--- config.mk ---
export PLATFORM = sky130hd
export DESIGN_NAME = serial_subtractor
export DESIGN_NICKNAME = d
export VERILOG_FILES = /design/src/rtl/serial_subtractor.sv
export SDC_FILE = /design/constraint.sdc
export NUM_CORES = 1
export LEC_CHECK = 0
export ABC_AREA = 1
export CAP_MARGIN = 15
export CORE_UTILIZATION = 40
export DETAILED_ROUTE_END_ITERATION = 6
export PLACE_DENSITY_LB_ADDON = 0.12
export SLEW_MARGIN = 20
export SYNTH_ARGS = -nofsm -noshare
export SYNTH_HDL_FRONTEND = slang
export SYNTH_SLANG_ARGS = --single-unit
--- constraint.sdc ---
create_clock -name clk -period 1.7 [get_ports clk]
set_input_delay 0.34 -clock clk [delete_from_list [all_inputs] [get_ports clk]]
set_output_delay 0.34 -clock clk [all_outputs]
set_load 0.02 [all_outputs]
--- src/rtl/serial_subtractor.sv ---
// serial_subtractor
//   Bit-serial subtractor. It computes diff = a - b - bin, one full-subtractor
//   bit per clock, starting with the LSB. A single borrow flop carries the
//   borrow from each bit to the next, so no WIDTH-wide subtract path exists.
//
// Parameters
//   WIDTH  operand width in bits (2..32)
//
// Ports
//   clk    rising-edge clock
//   rst    synchronous, active-high reset
//   start  request an operation; sampled only while idle
//   a, b   minuend and subtrahend; captured when start is accepted
//   bin    borrow-in; captured when start is accepted
//   busy   high while bits are being processed
//   done   one-cycle pulse when diff/bout hold a new result
//   diff   registered difference; held until the next completion
//   bout   registered borrow-out; held with diff
module serial_subtractor #(
  parameter int WIDTH = 8
) (
  input  logic             clk,
  input  logic             rst,
  input  logic             start,
  input  logic [WIDTH-1:0] a,
  input  logic [WIDTH-1:0] b,
  input  logic             bin,
  output logic             busy,
  output logic             done,
  output logic [WIDTH-1:0] diff,
  output logic             bout
);

  // The counter holds values 0..WIDTH, so it never wraps during an operation.
  localparam int CNT_W = $clog2(WIDTH) + 1;
  localparam logic [CNT_W-1:0] LAST = CNT_W'(WIDTH - 1);

  typedef enum logic [1:0] {
    IDLE = 2'd0,
    RUN  = 2'd1,
    DONE = 2'd2
  } state_t;

  state_t           state_q, state_d;
  logic [WIDTH-1:0] a_sh, b_sh, res;
  logic             br;
  logic [CNT_W-1:0] cnt;
  logic [1:0]       step;   // {borrow_next, diff_bit}
  logic             last;

  // One full-subtractor bit: returns {borrow_out, difference_bit}.
  function automatic logic [1:0] fs_step(input logic x, input logic y,
                                         input logic bi);
    logic d, bo;
    d  = x ^ y ^ bi;
    bo = (~x & y) | (~(x ^ y) & bi);
    return {bo, d};
  endfunction

  always_comb begin
    step    = fs_step(a_sh[0], b_sh[0], br);
    last    = (cnt == LAST);
    state_d = state_q;
    busy    = (state_q == RUN);
    done    = (state_q == DONE);
    case (state_q)
      IDLE:    if (start) state_d = RUN;
      RUN:     if (last)  state_d = DONE;
      DONE:    state_d = IDLE;
      default: state_d = IDLE;
    endcase
  end

  always_ff @(posedge clk) begin
    if (rst) state_q <= IDLE;
    else     state_q <= state_d;
  end

  // The result register fills from the MSB end, so after WIDTH steps the first
  // computed (LSB) bit has arrived at bit 0. diff is written only on the last
  // step, which keeps partial results off the output.
  always_ff @(posedge clk) begin
    if (rst) begin
      a_sh <= '0;
      b_sh <= '0;
      res  <= '0;
      br   <= 1'b0;
      cnt  <= '0;
      diff <= '0;
      bout <= 1'b0;
    end else begin
      case (state_q)
        IDLE: begin
          if (start) begin
            a_sh <= a;
            b_sh <= b;
            br   <= bin;
            cnt  <= '0;
          end
        end
        RUN: begin
          a_sh <= a_sh >> 1;
          b_sh <= b_sh >> 1;
          br   <= step[1];
          res  <= {step[0], res[WIDTH-1:1]};
          cnt  <= cnt + CNT_W'(1);
          if (last) begin
            diff <= {step[0], res[WIDTH-1:1]};
            bout <= step[1];
          end
        end
        default: ;
      endcase
    end
  end

endmodule

==> key figures <==
STA
  • Setup_tns: 0 ns
  • Clock skew: 0.00648 ns
  • Period utilisation layout: 92.7%
  • PnR worst setup slack: 0.124 ns
  • RSZ-0062 raised after global routing: no
  • Peak Freq: 635 MHz
  • Final Hold Fails: 0
  • # setup viols final: 0
  • Slew Limit Headroom: 81.2%
  • Fin. max-slew vios: 0
  • Minimum clock period: 1.58 ns
  • Worst slew pin tran: 0.281 ns
  • WHS: 0.470 ns

Logic synthesis
  • Sequential area share after synthesis: 45.5%
  • Unique masters post-synth: 18
  • Commonest cells in the netlist: nor2_1 (67), nand2_1 (54), dfxtp_1 (39), nand3_1 (29), inv_1 (22)
  • Post-synth top flop: dfxtp_1
  • Yosys reg bits: 39
  • Mapped Avg Cell Area: 6.81 um2
  • Synthesized area: 1720 um2
  • Yosys top cell by area: dfxtp_1
  • Area contributors post-synth: dfxtp_1 (46%), nor2_1 (15%), nand2_1 (12%), nand3_1 (8.5%), inv_1 (4.8%)
  • FFs w/ async S/R, synth: 0%
  • Warnings, synthesis: 0
  • Syn nets: 274
  • Syn Inst Count: 252
  • Synth top area share: 45.5%
  • EDFF count, synth: 0
  • Most common cell in the netlist: nor2_1

Clock network
  • CTS root buffer: clkbuf_8
  • Clock Path Buffers: 2
  • CTS tree: done
  • CTS clk-pin slew, worst paths: 0.08 ns
  • Clock latency on the worst-skew pair: 0.29 ns
  • CTS H-tree lvls: 2
  • Num CTS Buffers: 5
  • Total clock sinks: 39

Route
  • DRT Pass-1 Iters: 4
  • Vias per Instance: 4.54
  • Routed Wire Length: 3.62 mm
  • Vias: 1544
  • DRC Markers: 0
  • Initial DRC Count: 50
  • DRT antenna net count: 0
  • Wire length per cell: 10.6 um

Setup path
  • CP endpoint kind: output port
  • Crit path cell chain: clkdlybuf4s50_1
  • Data required, critical path: 1.36 ns
  • Crit path launch type: register
  • Crit Path Max Fanout: 2
  • Crit path arrival time: 1.24 ns
  • Delay-heaviest family, CP: buffers and inverters
  • Critical path class: register to output port
  • Slowest cell on crit path: clkdlybuf4s50_1
  • Largest stage delay, worst path: 0.60 ns
  • Critical path buffer and inverter count: 1

Floorplan
  • Die height: 67.5 um
  • Top-level I/O count: 31
  • Number of core rows: 23
  • Die area: 4550 um2
  • DIE WIDTH: 67.5 um
  • Initial Util: 42.3%
  • Core area: 4060 um2

Run
  • Maxcap violations: 0

Power and ir drop
  • Static leakage: 1.01 nW
  • Peak supply drop: 652 uV
  • PwrDens: 948 nW/um2
  • Final Power: 2.13 mW

Finish
  • Layout cells sized above 1: 8.28%
  • Final core utilization: 55.5%
  • Number of diodes: 0
  • Number of nets in the layout: 311
  • Area of the multi-input gates: 796 um2
  • FILL cells: 412
  • Area taken by flip-flops and latches: 781 um2
  • Synth-to-Final Area Change: 31.2%

Global route
  • Largest net degree at the start of global routing: 27
  • Vias in the first global route: 1421
  • Total track usage: 18.8%
  • Total gr overflow: 0
  • Initial antenna violation count: 0
  • First-pass GRT wire length: 6.27 mm

Placed design
  • Place WS: 0.156 ns
  • PortBufs: 30
  • Routability cong.: 0.729
  • Dpl hpwl: 2.50 mm

Status
  • Outcome: completed

Hold path
  • Hold Crit Class: register to register
-- report_power, final --
| part | internal, mW | switching [mW] |
|---|---|---|
| clock | 0.587 | 0.326 |
| combinational | 0.115 | 0.130 |
| sequential | 0.954 | 0.0236 |
-- per-layer routing --
metal  GRT usage, %  vias to the layer above  wire [um]
met3           4.56                        8        136
met2           31.8                       30       1690
li1               -                      852          -
met5              0                        -          0
met1           22.5                      654       1730
met4           7.98                        0         61
-- logic make-up after synthesis --
group                    count (synthesis)  synth area share (%)
AND/OR/NAND/NOR                        162                  40.1
flip-flops                              39                  45.5
buffers and inverters                   34                  8.10
AO/OA/AOI/OAI                           15                  4.38
adder cells (fa/ha/maj)                  2                  1.90
-- what timing repair did --
action | in CTS | in global routing
buffers inserted | 0 | 0
setup endpoints to repair | 2 | 0
gates resized for setup | 2 | 0
hold buffers | 0 | 0
-- layout make-up --
type | count | share of cell area [%]
multi-input combinational | 179 | 35.4
sequential | 39 | 34.7
timing repair buffer | 41 | 17.5
inverter | 23 | 3.84
clock buffer | 6 | 3.22
tap | 50 | 2.78
clock inverter | 2 | 2.67
-- per-stage QoR --
step                      instances  cell area (um2)
after floorplan                 252             1720
after global placement          332             2120
after detailed placement        332             2120
after CTS                       340             2250
after global routing            340             2250
final                           340             2250
-- worst paths after layout --
path | start | to | slack (ns) | cells after the start
worst max-delay path | diff[1]$_SDFFE_PP0P_ | diff[1] | 0.12 | 1
worst min-delay path | bout$_SDFFE_PP0P_ | bout$_SDFFE_PP0P_ | 0.47 | 2
worst max register to register | state_q[0]$_SDFFE_PP0P_ | cnt[3]$_SDFFE_PP0P_ | 0.30 | 7
worst min register to register | bout$_SDFFE_PP0P_ | bout$_SDFFE_PP0P_ | 0.47 | 2
-- cells in the final DEF (no fill, tap or decap) --
master / count
buf_4: 10
bufinv_16: 2
buf_12: 1
nor2_1: 67
dfxtp_1: 39
nand3_1: 29
nand2_1: 54
inv_2: 1
nor2_2: 1
dlygate4sd2_1: 2
clkdlybuf4s50_1: 28
clkbuf_1: 1
clkbuf_8: 5
a21oi_1: 5
nand2_2: 3
nor2_4: 1
fa_1: 1
o21ai_0: 10
ha_1: 1
nand3b_1: 7
inv_1: 22
-- registers in the layout (all words and copies together), names as in the netlist --
register and flops:
a_sh 8, bout 1, res 7, state_q 2, b_sh 8, br 1, diff 8, cnt 4
No activity file was read; power rests on OpenSTA's default activity.
